===== src/rtl/sfifo_arb_pkg.sv =====
// Shared types and helpers for the sfifo write-side round-robin arbiter.
// Optional build macro used by the arbiter: SFIFO_ARB_PKT_LOCK_EN.
package sfifo_arb_pkg;

  typedef enum logic {
    ARB_IDLE  = 1'b0,
    ARB_GRANT = 1'b1
  } arb_state_e;

  // Index width that stays at least one bit for degenerate sizes.
  function automatic int unsigned idx_width(input int unsigned n);
    return (n <= 1) ? 1 : $clog2(n);
  endfunction

endpackage


===== src/rtl/sfifo_wr_arb_rr_pick.sv =====
// Combinational round-robin picker: first set request strictly after 'last',
// wrapping, via a double-width masked priority encoder.
module rr_pick
  import sfifo_arb_pkg::*;
#(
  parameter int unsigned NUM_REQ = 4,
  parameter int unsigned IW      = idx_width(NUM_REQ)
) (
  input  logic [NUM_REQ-1:0] req,
  input  logic [IW-1:0]      last,
  output logic               found,
  output logic [IW-1:0]      pick
);

  localparam int unsigned DW = 2 * NUM_REQ;

  logic [DW-1:0] dbl;
  logic [DW-1:0] masked;

  // Upper copy guarantees a hit for any request at or below 'last'.
  always_comb begin
    dbl   = {req, req};
    found = |req;
    pick  = '0;
    for (int i = 0; i < int'(DW); i++) begin
      masked[i] = dbl[i] & (i > int'(last));
    end
    for (int i = int'(DW) - 1; i >= 0; i--) begin
      if (masked[i]) begin
        pick = (i >= int'(NUM_REQ)) ? IW'(i - int'(NUM_REQ)) : IW'(i);
      end
    end
  end

endmodule


===== src/rtl/sfifo_wr_arb.sv =====
// Round-robin write-side arbiter sharing one sfifo write port among producers.
// Build macro SFIFO_ARB_PKT_LOCK_EN switches burst-limit release to packet-last release.
module sfifo_wr_arb
  import sfifo_arb_pkg::*;
#(
  parameter int unsigned NUM_REQ   = 4,
  parameter int unsigned WIDTH     = 8,
  parameter int unsigned MAX_BURST = 4,
  localparam int unsigned IW       = idx_width(NUM_REQ)
) (
  input  logic                     i_clk,
  input  logic                     i_rst_n,
  input  logic [NUM_REQ-1:0]       i_req_valid,
  input  logic [NUM_REQ*WIDTH-1:0] i_req_data,
`ifdef SFIFO_ARB_PKT_LOCK_EN
  input  logic [NUM_REQ-1:0]       i_req_last,
`endif
  output logic [NUM_REQ-1:0]       o_req_ready,
  input  logic                     i_fifo_full,
  output logic                     o_fifo_wr_en,
  output logic [WIDTH-1:0]         o_fifo_data,
  output logic [IW-1:0]            o_grant_id,
  output logic                     o_busy
);

  localparam int unsigned CW = $clog2(MAX_BURST + 1);

  arb_state_e        state_q, state_d;
  logic [IW-1:0]     owner_q, owner_d;
  logic [IW-1:0]     last_q, last_d;
  logic [CW-1:0]     cnt_q, cnt_d;
  logic              found;
  logic [IW-1:0]     pick;
  logic              own_valid;
  logic [WIDTH-1:0]  own_data;
  logic              release_burst;

  rr_pick #(
    .NUM_REQ (NUM_REQ),
    .IW      (IW)
  ) u_pick (
    .req   (i_req_valid),
    .last  (last_q),
    .found (found),
    .pick  (pick)
  );

`ifdef SFIFO_ARB_PKT_LOCK_EN
  logic own_last;
`endif

  // Owner-selected request signals.
  always_comb begin
    own_valid = 1'b0;
    own_data  = '0;
`ifdef SFIFO_ARB_PKT_LOCK_EN
    own_last  = 1'b0;
`endif
    for (int unsigned k = 0; k < NUM_REQ; k++) begin
      if (IW'(k) == owner_q) begin
        own_valid = i_req_valid[k];
        own_data  = i_req_data[k*WIDTH +: WIDTH];
`ifdef SFIFO_ARB_PKT_LOCK_EN
        own_last  = i_req_last[k];
`endif
      end
    end
  end

`ifdef SFIFO_ARB_PKT_LOCK_EN
  assign release_burst = own_last;
`else
  assign release_burst = ((cnt_q + CW'(1)) == CW'(MAX_BURST));
`endif

  // Next-state and write-port outputs; reset cycle suppresses any write.
  always_comb begin
    state_d      = state_q;
    owner_d      = owner_q;
    last_d       = last_q;
    cnt_d        = cnt_q;
    o_req_ready  = '0;
    o_fifo_wr_en = 1'b0;
    o_fifo_data  = '0;
    case (state_q)
      ARB_IDLE: begin
        if (found) begin
          owner_d = pick;
          cnt_d   = '0;
          state_d = ARB_GRANT;
        end
      end
      ARB_GRANT: begin
        if (i_rst_n) begin
          o_fifo_data  = own_data;
          o_fifo_wr_en = own_valid & ~i_fifo_full;
          for (int unsigned k = 0; k < NUM_REQ; k++) begin
            o_req_ready[k] = (IW'(k) == owner_q) & ~i_fifo_full;
          end
        end
        if (!own_valid) begin
          state_d = ARB_IDLE;
          last_d  = owner_q;
        end else if (!i_fifo_full) begin
          cnt_d = cnt_q + CW'(1);
          if (release_burst) begin
            state_d = ARB_IDLE;
            last_d  = owner_q;
          end
        end
      end
      default: state_d = ARB_IDLE;
    endcase
  end

  // last_q resets to the top index so requester 0 wins first.
  always_ff @(posedge i_clk) begin
    if (!i_rst_n) begin
      state_q <= ARB_IDLE;
      owner_q <= '0;
      last_q  <= IW'(NUM_REQ - 1);
      cnt_q   <= '0;
    end else begin
      state_q <= state_d;
      owner_q <= owner_d;
      last_q  <= last_d;
      cnt_q   <= cnt_d;
    end
  end

  assign o_busy     = (state_q == ARB_GRANT);
  assign o_grant_id = owner_q;

endmodule


===== config.mk =====
export PLATFORM = sky130hd
export DESIGN_NAME = sfifo_wr_arb
export DESIGN_NICKNAME = d
export VERILOG_FILES = /design/src/rtl/sfifo_arb_pkg.sv /design/src/rtl/sfifo_wr_arb_rr_pick.sv /design/src/rtl/sfifo_wr_arb.sv
export SDC_FILE = /design/constraint.sdc
export NUM_CORES = 1
export LEC_CHECK = 0
export CORE_MARGIN = 8
export CORE_UTILIZATION = 35
export CTS_CLUSTER_DIAMETER = 200
export CTS_CLUSTER_SIZE = 25
export DETAILED_ROUTE_END_ITERATION = 8
export PLACE_DENSITY = 0.79
export SYNTH_ARGS = -nofsm -noshare
export SYNTH_HDL_FRONTEND = slang
export SYNTH_SLANG_ARGS = --single-unit

===== constraint.sdc =====
create_clock -name i_clk -period 1.78 [get_ports i_clk]
set_input_delay 0.445 -clock i_clk [delete_from_list [all_inputs] [get_ports i_clk]]
set_output_delay 0.445 -clock i_clk [all_outputs]
set_load 0.02 [all_outputs]

==> results by group, run 1 <==
Run status
  – Outcome: complete, but fails checks
  – Failing checks: setup timing

Placement
  – DP Wirelength: 2.467 mm
  – Routability cong.: 0.8202
  – Placed cell area: 1488 sq um
  – IO buf count: 54

Timing
  – Max Slew Vio Count: 0
  – Max_slew headroom: 0.7942
  – Crit share post-route: 1.118
  – Fmax: 0.5025 GHz
  – RSZ-0062 raised after global routing: true
  – Skew final: 0.001702 ns
  – Final setup fails: 10
  – Fin worst setup slack: -0.2101 ns
  – Final period demand of the worst path: 1.990 ns
  – Worst slew pin tran: 0.3062 ns
  – Final hold viol count: 0

Worst setup path
  – Critical path arrival: 1.55 ns
  – Setup crit end kind: output port
  – R2R Path End: last_q[1]
  – Worst reg-to-reg setup slack: 0.28 ns
  – CP Class: reg -> out
  – Largest fanout on the critical path: 5
  – Critical path launch point type: flip-flop
  – Origin of the critical flop-to-flop path: cnt_q[0]
  – Worst EP required: 1.33 ns
  – Reg2Reg Depth: 5

Finish
  – Final net count: 203
  – Fill cell count: 199
  – Share of cells above drive strength 1: 0.3750
  – Sequential Area: 167.7 sq um
  – Most common cell after layout, fill and taps aside: dlygate4sd2_1
  – N_diodes: 0
  – Multi-input logic area: 641.9 sq um
  – Commonest cells after routing, fill and taps aside: dlygate4sd2_1, buf_4, mux4_2
  – P&R area growth vs syn: 89.23%
  – Cell area after layout: 1539 sq um

Min path
  – Hold Crit Start: cnt_q[1]
  – Cells on Worst Hold Path: 2
  – Type of the tightest min-delay check: reg -> reg
  – Worst Hold End: cnt_q[1]

Global routing
  – Total grt overflow: 0
  – Vias in the first global route: 1078
  – Initial antenna violation count: 0
  – Pin count of the biggest net entering global routing: 10
  – First-pass GRT wire length: 5.030 mm
  – Gr usage total: 0.1501

Floorplanning
  – FP Rows: 17
  – Io pins: 55
  – Starting Density: 0.3676
  – Die Y: 64.21 microns
  – Placeable Area: 2212 sq um
  – DIE WIDTH: 64.21 microns
  – Die ar.: 4122 sq um

Synth
  – Post-Syn Area per Cell: 9.457 sq um
  – Synth top area share: 0.2215
  – Register area share after synthesis: 0.1969
  – Synth cell types: 35
  – Gate Count Post-Synth: 86
  – #FFs+latches synth: 8
  – Synthesis Warnings: 0
  – Post-synth EDFFs: 0
  – Syn nets: 127
  – Post-synth top flop: dfxtp_1
  – Post-synth ARST share: 0
  – Netlist Area Pre-Place: 813.3 sq um
  – Top post-synthesis cells by area: mux4_2, dfxtp_1, nor2b_1
  – Leading area contributor after synthesis: mux4_2

Clock network
  – Cts bufs inserted: 3
  – Worst-path clk slew: 0.06 ns
  – Clock Tree Buf Depth: 2
  – CTS tree: built
  – CTS root buf: clkbuf_4
  – Sink Count: 8
  – Cts-stage hold buffer count: 0
  – Clock Latency Late Sink: 0.26 ns
  – H-tree levels: 1

Pwr
  – Clk pwr share: 0.189
  – Net switching fraction of the power: 0.3315
  – Leakage power: 0.7279 nW
  – Total power: 756.3 uW
  – Cell-internal power: 505.6 uW
  – P_sw: 250.7 uW
  – PwrDens: 491.4 nW/um^2
  – Reg power frac: 0.284
  – Worst IR Drop VDD: 0.0004879 V
  – Comb pwr share: 0.526

Route
  – Drt initial violations: 28
  – Vias: 1009
  – DR WL/cell: 16.58 microns
  – Post-route ant nets: 0
  – First-pass DRT Iterations: 5
  – DR DRC count: 0
  – Via/cell ratio: 5.367
  – Post-Route WL: 3.117 mm

Job
  – Max cap viols: 0
## power groups by stage
stage	sequential, mW	combinational (mW)	clock, mW
floorplan	0.222	0.192	0
global placement	0.226	0.368	0
detailed placement	0.227	0.379	0
CTS	0.214	0.391	0.145
global route	0.218	0.428	0.154
finish	0.215	0.398	0.143
## worst max-delay path, cell delays in order, from the launching register on
cell and delay (ns):
dfxtp_4 0.38, buf_8 0.13, mux4_2 0.49, nor2b_1 0.14, buf_4 0.15
## synthesized netlist by cell type (3+ instances only)
library cell / instances
mux2i_1: 3
nand2_1: 8
dfxtp_1: 8
mux4_2: 8
o21ai_0: 3
and3_1: 3
inv_1: 4
nor2b_1: 9
nand4_1: 3
nor2_1: 7
## registers in the layout, indices dropped and copies added, names as in the netlist
signal	cells
cnt_q	3
last_q	2
o_grant_id	2
o_busy	1
## layout make-up
type,instances,share of cell area
well taps,28,0.02276
multi-input cells,70,0.4171
clock buffers,3,0.01463
inverters,4,0.009756
flip-flops and latches,8,0.1089
repair buffers,75,0.4268
## logic make-up after synthesis
| kind of cell | after synthesis | synth area share |
|---|---|---|
| adders and majority gates | 2 | 0.03076 |
| buffers and inverters | 8 | 0.07075 |
| xor gates and xnor gates | 1 | 0.01077 |
| DFF | 8 | 0.1969 |
| muxes | 12 | 0.2908 |
| AOI/OAI and AO/OA | 15 | 0.1308 |
| and+or+nand+nor | 40 | 0.2693 |
## per-stage QoR
stage          utilization  cells  hold WS [ns]  worst slack (ns)  setup TNS, ns
6_report            0.6957    188        0.4983           -0.2101         -1.662
4_1_cts             0.6872    188        0.5020           -0.2113         -1.634
2_1_floorplan            -     86        0.4532          -0.01718       -0.05155
3_3_place_gp        0.6725    181        0.4745           -0.7274         -8.786
3_5_place_dp        0.6725    181        0.4949           -0.7480         -9.481
5_1_grt             0.6957    188        0.5313           -0.2509         -2.093
## routing by layer
metal  vias to the layer above  track usage  wire, microns
met5                         -            0              0
met4                         0      0.07902             96
met3                        12      0.04007            241
met2                        49       0.2735           1613
met1                       471       0.1529           1165
li1                        477            -              -
## timing repair
item / CTS / global route
cloned: 0 / 0
endpoints found under the hold margin: 0 / 0
pin swaps: 4 / 1
endpoints found under the setup margin: 16 / 10
buffers inserted: 4 / 1
gates resized for setup: 125 / 4
## worst max-delay path by stage
stage | startpoint | endpoint | slack, ns | cells after the start
after CTS | o_grant_id[0] | o_fifo_data[7] | -0.21 | 4
after detailed placement | i_req_valid[3] | o_fifo_wr_en | -0.75 | 4
after global placement | i_req_valid[3] | o_fifo_wr_en | -0.73 | 4
final | o_grant_id[0] | o_fifo_data[0] | -0.21 | 4
after global routing | o_grant_id[0] | o_fifo_data[3] | -0.25 | 4
after floorplan | o_grant_id[0] | o_fifo_data[0] | -0.02 | 4
Power figures use the tool's default switching activity.
==> run 2, diff against run 1 <==
--- a/config.mk
+++ b/config.mk
@@ -11,6 +11,7 @@
 export CTS_CLUSTER_SIZE = 25
 export DETAILED_ROUTE_END_ITERATION = 8
 export PLACE_DENSITY = 0.79
+export RECOVER_POWER = 100
 export SYNTH_ARGS = -nofsm -noshare
 export SYNTH_HDL_FRONTEND = slang
 export SYNTH_SLANG_ARGS = --single-unit
==> run 2 against run 1 <==
Compared with the run above: the flow still finishes with violations (setup timing); non-clock buffer count unchanged; clock skew about the same; global-route usage unchanged; sequential cell count unchanged; clock power about the same; first-iteration DRC count unchanged; count of clock-buffer cells in the layout unchanged; sequential power about the same; largest cell class unchanged; largest power group unchanged.
==> results by group, run 2 (synthesized netlist as in run 1, its figures left out) <==
Run status
  – Outcome: complete, but fails checks (unchanged)
  – Failing checks: setup timing (unchanged)

Global routing
  – Pin count of the biggest net entering global routing: 10 (unchanged)
  – First-pass GRT wire length: 5.030 mm (unchanged)
  – GR peak layer: met2 (unchanged)
  – Total grt overflow: 0 (unchanged)
  – Gr usage total: 0.1501 (unchanged)
  – Initial antenna violation count: 0 (unchanged)
  – Vias in the first global route: 1078 (unchanged)
  – Global-route track usage on met3: 0.04007 (unchanged)
  – Met1 GRT Util: 0.1529 (unchanged)
  – GR Layer Usage met2: 0.2735 (unchanged)

Timing
  – Fin worst setup slack: -0.2074 ns (was -0.2101 ns)
  – Skew final: 0.001703 ns (was 0.001702 ns)
  – Fmax: 0.5032 GHz (was 0.5025 GHz)
  – Final hold viol count: 0 (unchanged)
  – Final setup TNS: -1.688 ns (was -1.662 ns)
  – Hold WS: 0.4988 ns (was 0.4983 ns)
  – Final setup fails: 10 (unchanged)
  – Max_slew headroom: 0.6838 (was 0.7942)
  – RSZ-0062 raised after global routing: true (unchanged)
  – Worst slew pin tran: 0.4699 ns (was 0.3062 ns)
  – Crit share post-route: 1.117 (was 1.118)
  – Final period demand of the worst path: 1.987 ns (was 1.990 ns)
  – Max Slew Vio Count: 0 (unchanged)

Floorplanning
  – Io pins: 55 (unchanged)
  – Placeable Area: 2212 sq um (unchanged)
  – FP Rows: 17 (unchanged)
  – DIE WIDTH: 64.21 microns (unchanged)
  – Die Y: 64.21 microns (unchanged)
  – Starting Density: 0.3676 (unchanged)
  – Die ar.: 4122 sq um (unchanged)

Placement
  – Routability cong.: 0.8202 (unchanged)
  – Placed cell area: 1488 sq um (unchanged)
  – Placed cell count: 181 (unchanged)
  – DP Wirelength: 2.467 mm (unchanged)
  – Pre-CTS setup slack: -0.7480 ns (unchanged)
  – IO buf count: 54 (unchanged)

Finish
  – Most flops, register: cnt_q (unchanged)
  – Commonest cells after routing, fill and taps aside: dlygate4sd2_1, buf_4, mux4_2 (unchanged)
  – Multi-input logic area: 633.1 sq um (was 641.9 sq um)
  – Cell area after layout: 1515 sq um (was 1539 sq um)
  – P&R area growth vs syn: 86.31% (was 89.23%)
  – Fin util: 0.6850 (was 0.6957)
  – Share of cells above drive strength 1: 0.3375 (was 0.3750)
  – Final net count: 203 (unchanged)
  – N_diodes: 0 (unchanged)
  – Layout Cells excl Fill: 188 (unchanged)
  – Fill cell count: 207 (was 199)
  – Most common cell after layout, fill and taps aside: dlygate4sd2_1 (unchanged)
  – Max reg flops: 3 (unchanged)
  – Sequential Area: 167.7 sq um (unchanged)

Worst setup path
  – Setup crit end kind: output port (unchanged)
  – Largest fanout on the critical path: 5 (unchanged)
  – Worst path max stage delay: 0.49 ns (about the same)
  – CP Class: reg -> out (unchanged)
  – Worst EP required: 1.33 ns (about the same)
  – Critical path arrival: 1.54 ns (was 1.55 ns)
  – CP max stage cell: mux4_2 (unchanged)
  – Critical path launch point type: flip-flop (unchanged)
  – Critical path, cell by cell: buf_8 > mux4_2 > nor2b_1 > buf_4 (unchanged)

Route
  – Via/cell ratio: 5.346 (was 5.367)
  – DR DRC count: 0 (unchanged)
  – Drt initial violations: 28 (unchanged)
  – Vias: 1005 (was 1009)
  – Post-Route WL: 3.120 mm (was 3.117 mm)
  – Post-route ant nets: 0 (unchanged)
  – First-pass DRT Iterations: 4 (was 5)
  – DR WL/cell: 16.60 microns (was 16.58 microns)

Pwr
  – Reg power frac: 0.287 (was 0.284)
  – Leakage power: 0.7101 nW (was 0.7279 nW)
  – Total power: 748.0 uW (was 756.3 uW)
  – Comb pwr share: 0.523 (was 0.526)
  – PwrDens: 493.6 nW/um^2 (was 491.4 nW/um^2)
  – Clk pwr share: 0.190 (was 0.189)
  – P_sw: 248.6 uW (was 250.7 uW)
  – Net switching fraction of the power: 0.3324 (was 0.3315)
  – Worst IR Drop VDD: 0.0004778 V (was 0.0004879 V)
  – Cell-internal power: 499.4 uW (was 505.6 uW)

Job
  – Max cap viols: 0 (unchanged)

Clock network
  – CTS root buf: clkbuf_4 (unchanged)
  – Clock Latency Late Sink: 0.26 ns (about the same)
  – H-tree levels: 1 (unchanged)
  – CTS tree: built (unchanged)
  – Cts-stage hold buffer count: 0 (unchanged)
  – Worst-path clk slew: 0.06 ns (about the same)
  – Cts bufs inserted: 3 (unchanged)
  – Sink Count: 8 (unchanged)
  – Clock Tree Buf Depth: 2 (unchanged)

Min path
  – Type of the tightest min-delay check: reg -> reg (unchanged)
==> run 2: changes by cell type in the layout (fill, tap and decap cells not counted), sizes merged <==
cell and change:
clkbuf +6, clkdlybuf4s25 +1, clkdlybuf4s15 -1, buf -6
==> run 2: power groups by stage <==
stage	clock [mW]	combinational [mW]	sequential [mW]
detailed placement	0	0.379	0.227
floorplan	0	0.192	0.222
global route	0.154	0.421	0.218
global placement	0	0.368	0.226
CTS	0.145	0.391	0.214
finish	0.142	0.391	0.215
==> run 2: path summary, 6_finish.rpt <==
kind,startpoint,endpoint,slack (ns),depth (start not counted)
worst max register to register,o_busy,last_q[1],0.24,5
worst min register to register,cnt_q[1],cnt_q[1],0.50,2
worst min-delay path,cnt_q[1],cnt_q[1],0.50,2
worst max-delay path,o_grant_id[0],o_fifo_data[0],-0.21,4
==> run 2: cell type report <==
cell class / instances / share of cell area
timing repair buffer: 75 / 0.4236
multi-input combinational: 70 / 0.4178
sequential: 8 / 0.1107
tap: 28 / 0.02312
clock buffer: 3 / 0.01486
inverter: 4 / 0.009909
==> run 2: worst max-delay path, delay by kind of cell (launching register included) <==
family	cells	cell delay [ns]
buffers and inverters	2	0.28
and+or+nand+nor	1	0.14
muxes	1	0.49
DFF	1	0.38
==> run 2: timing repair <==
action,CTS,global route
pin swaps,4,1
resized for setup,125,4
buffers inserted,4,1
endpoints found under the setup margin,16,10
==> run 2: metal layers <==
layer	wire length (microns)	vias up
li1	-	476
met1	1183	469
met2	1618	48
met3	224	12
met4	93	0
met5	0	-
==> run 3, diff against run 2 <==
--- a/config.mk
+++ b/config.mk
@@ -15,3 +15,4 @@
 export SYNTH_ARGS = -nofsm -noshare
 export SYNTH_HDL_FRONTEND = slang
 export SYNTH_SLANG_ARGS = --single-unit
+export TNS_END_PERCENT = 20
==> run 3 against run 2 <==
Compared with the run above: the run still ends with setup timing left; clock power is 5% higher; largest cell class unchanged; total power is 3.4% higher; sequential power is 2% lower; largest power group unchanged; via count stayed put; global-route usage is 0.62 points higher; count of clock-buffer cells in the layout stayed put; clock skew is 0.0016 ns higher; non-clock buffer count is 1 higher.
==> results by group, run 3 (synthesized netlist as in run 1, its figures left out) <==
Run status
  – Outcome: complete, but fails checks (unchanged)
  – Failing checks: setup timing (unchanged)

Worst setup path
  – Worst reg-to-reg setup slack: -0.02 ns (was 0.24 ns)
  – CP Class: reg -> out (unchanged)
  – Most Frequent Cell on Critical Path: buf_4
  – Critical path launch point type: flip-flop (unchanged)
  – CP delay by family, top: multiplexers (unchanged)
  – Bufs and invs on worst path: 2 (unchanged)
  – Origin of the critical flop-to-flop path: o_grant_id[0] (was o_busy)
  – CP startpoint: o_grant_id[0] (unchanged)
  – Worst EP required: 1.33 ns (about the same)
  – Critical path arrival: 1.53 ns (was 1.54 ns)
  – CP max stage cell: mux4_2 (unchanged)
  – Largest fanout on the critical path: 3 (was 5)
  – Worst path max stage delay: 0.48 ns (was 0.49 ns)
  – Reg2Reg Depth: 8 (was 5)
  – Setup crit end kind: output port (unchanged)
  – Critical path, cell by cell: buf_4 > mux4_2 > nor2b_1 > buf_4 (was buf_8 > mux4_2 > nor2b_1 > buf_4)
  – Stages on worst setup path: 4 (unchanged)
  – Crit path to: o_fifo_data[0] (unchanged)
  – R2R Path End: last_q[1] (unchanged)

Timing
  – Final setup TNS: -1.732 ns (was -1.688 ns)
  – Max_slew headroom: 0.6577 (was 0.6838)
  – Max Slew Vio Count: 0 (unchanged)
  – Skew final: 0.003328 ns (was 0.001703 ns)
  – Final period demand of the worst path: 1.979 ns (was 1.987 ns)
  – Fin worst setup slack: -0.1993 ns (was -0.2074 ns)
  – Crit share post-route: 1.112 (was 1.117)
  – Fmax: 0.5052 GHz (was 0.5032 GHz)
  – Final hold viol count: 0 (unchanged)
  – Worst slew pin tran: 0.5088 ns (was 0.4699 ns)
  – RSZ-0062 raised after global routing: true (unchanged)
  – Final setup fails: 11 (was 10)

Floorplanning
  – Io pins: 55 (unchanged)
  – Starting Density: 0.3676 (unchanged)
  – Die Y: 64.21 microns (unchanged)
  – Die ar.: 4122 sq um (unchanged)
  – FP Rows: 17 (unchanged)
  – Placeable Area: 2212 sq um (unchanged)
  – DIE WIDTH: 64.21 microns (unchanged)

Route
  – Drt initial violations: 23 (was 28)
  – Vias: 1005 (unchanged)
  – DR WL/cell: 17.10 microns (was 16.60 microns)
  – Via/cell ratio: 5.317 (was 5.346)
  – First-pass DRT Iterations: 4 (unchanged)
  – Post-Route WL: 3.232 mm (was 3.120 mm)
  – Post-route ant nets: 0 (unchanged)
  – DR DRC count: 0 (unchanged)

Pwr
  – Cell-internal power: 513.2 uW (was 499.4 uW)
  – Reg power frac: 0.272 (was 0.287)
  – PwrDens: 505.1 nW/um^2 (was 493.6 nW/um^2)
  – Leakage power: 0.7247 nW (was 0.7101 nW)
  – Net switching fraction of the power: 0.3366 (was 0.3324)
  – P_sw: 260.4 uW (was 248.6 uW)
  – Clk pwr share: 0.193 (was 0.190)
  – Worst IR Drop VDD: 0.0004368 V (was 0.0004778 V)
  – Comb pwr share: 0.535 (was 0.523)

Finish
  – N_diodes: 0 (unchanged)
  – Max reg flops: 3 (unchanged)
  – Commonest cells after routing, fill and taps aside: dlygate4sd2_1, buf_4, mux4_2, buf_6 (was dlygate4sd2_1, buf_4, mux4_2)
  – Most common cell after layout, fill and taps aside: dlygate4sd2_1 (unchanged)
  – Share of cells above drive strength 1: 0.3540 (was 0.3375)
  – Most flops, register: cnt_q (unchanged)
  – Final net count: 204 (was 203)
  – P&R area growth vs syn: 88.31% (was 86.31%)
  – Cell area after layout: 1531 sq um (was 1515 sq um)

Min path
  – Hold Crit Start: cnt_q[1] (unchanged)
  – Type of the tightest min-delay check: reg -> reg (unchanged)

Clock network
  – Cts bufs inserted: 3 (unchanged)
  – CTS tree: built (unchanged)
  – Sink Count: 8 (unchanged)
  – H-tree levels: 1 (unchanged)
  – Clock Latency Late Sink: 0.26 ns (about the same)
  – Worst-path clk slew: 0.06 ns (about the same)
  – Cts-stage hold buffer count: 0 (unchanged)
  – CTS root buf: clkbuf_4 (unchanged)
  – Clock Tree Buf Depth: 2 (unchanged)

Global routing
  – Total grt overflow: 0 (unchanged)
  – Pin count of the biggest net entering global routing: 14 (was 10)
  – Vias in the first global route: 1096 (was 1078)
  – First-pass GRT wire length: 5.147 mm (was 5.030 mm)
  – Initial antenna violation count: 0 (unchanged)
  – Gr usage total: 0.1562 (was 0.1501)

Placement
  – DP Wirelength: 2.422 mm (was 2.467 mm)
  – IO buf count: 54 (unchanged)
  – Pre-CTS setup slack: -0.7471 ns (was -0.7480 ns)
  – Routability cong.: 0.8620 (was 0.8202)
  – Placed cell area: 1474 sq um (was 1488 sq um)

Job
  – Max cap viols: 0 (unchanged)
==> run 3: layout make-up <==
class	instances	area [sq um]
Clock buffer	3	22.52
Fill cell	196	680.7
Inverter	4	15.01
Multi-Input combinational cell	70	629.4
Sequential cell	8	163.9
Tap cell	28	35.03
Timing Repair Buffer	76	665.6
==> run 3: layer usage <==
layer,global-route usage,routed length [microns],vias up
met5,0,0,-
met4,0.05722,37,0
met3,0.04355,214,5
met2,0.2861,1678,44
met1,0.1663,1302,477
li1,-,-,479
==> run 3: through the flow <==
step / cells / hold WS, ns / power, mW / utilization
after floorplan: 86 / 0.4532 / 0.4129 / -
after global placement: 180 / 0.4681 / 0.5906 / 0.6663
after detailed placement: 180 / 0.4798 / 0.6024 / 0.6663
after CTS: 189 / 0.4877 / 0.7732 / 0.6957
after global routing: 189 / 0.5282 / 0.8155 / 0.6923
final: 189 / 0.4870 / 0.7735 / 0.6923
==> run 3: worst min-delay path by stage <==
stage | cells after the start | to | slack, ns
after floorplan | 2 | cnt_q[1] | 0.45
after global placement | 2 | cnt_q[1] | 0.47
after detailed placement | 2 | cnt_q[1] | 0.48
after CTS | 2 | cnt_q[1] | 0.49
after global routing | 2 | cnt_q[1] | 0.53
final | 2 | cnt_q[1] | 0.49
==> run 3: power groups by stage <==
stage	Sequential, mW	Combinational [mW]	Clock [mW]
after CTS	0.210	0.413	0.150
after global routing	0.214	0.442	0.160
after floorplan	0.222	0.191	0
final	0.211	0.414	0.149
after global placement	0.222	0.369	0
after detailed placement	0.223	0.380	0
==> run 3: worst min-delay path, delay by kind of cell, from the launching register on <==
kind             cells  cell delay [ns]
flip-flops           1             0.33
AND/OR/NAND/NOR      2             0.11
==> run 3: timing repair <==
| action | CTS | global route |
|---|---|---|
| endpoints found under the setup margin | 16 | 16 |
| gates resized for setup | 131 | 5 |
| pin swaps | 1 | 0 |
| setup buffers | 6 | 0 |
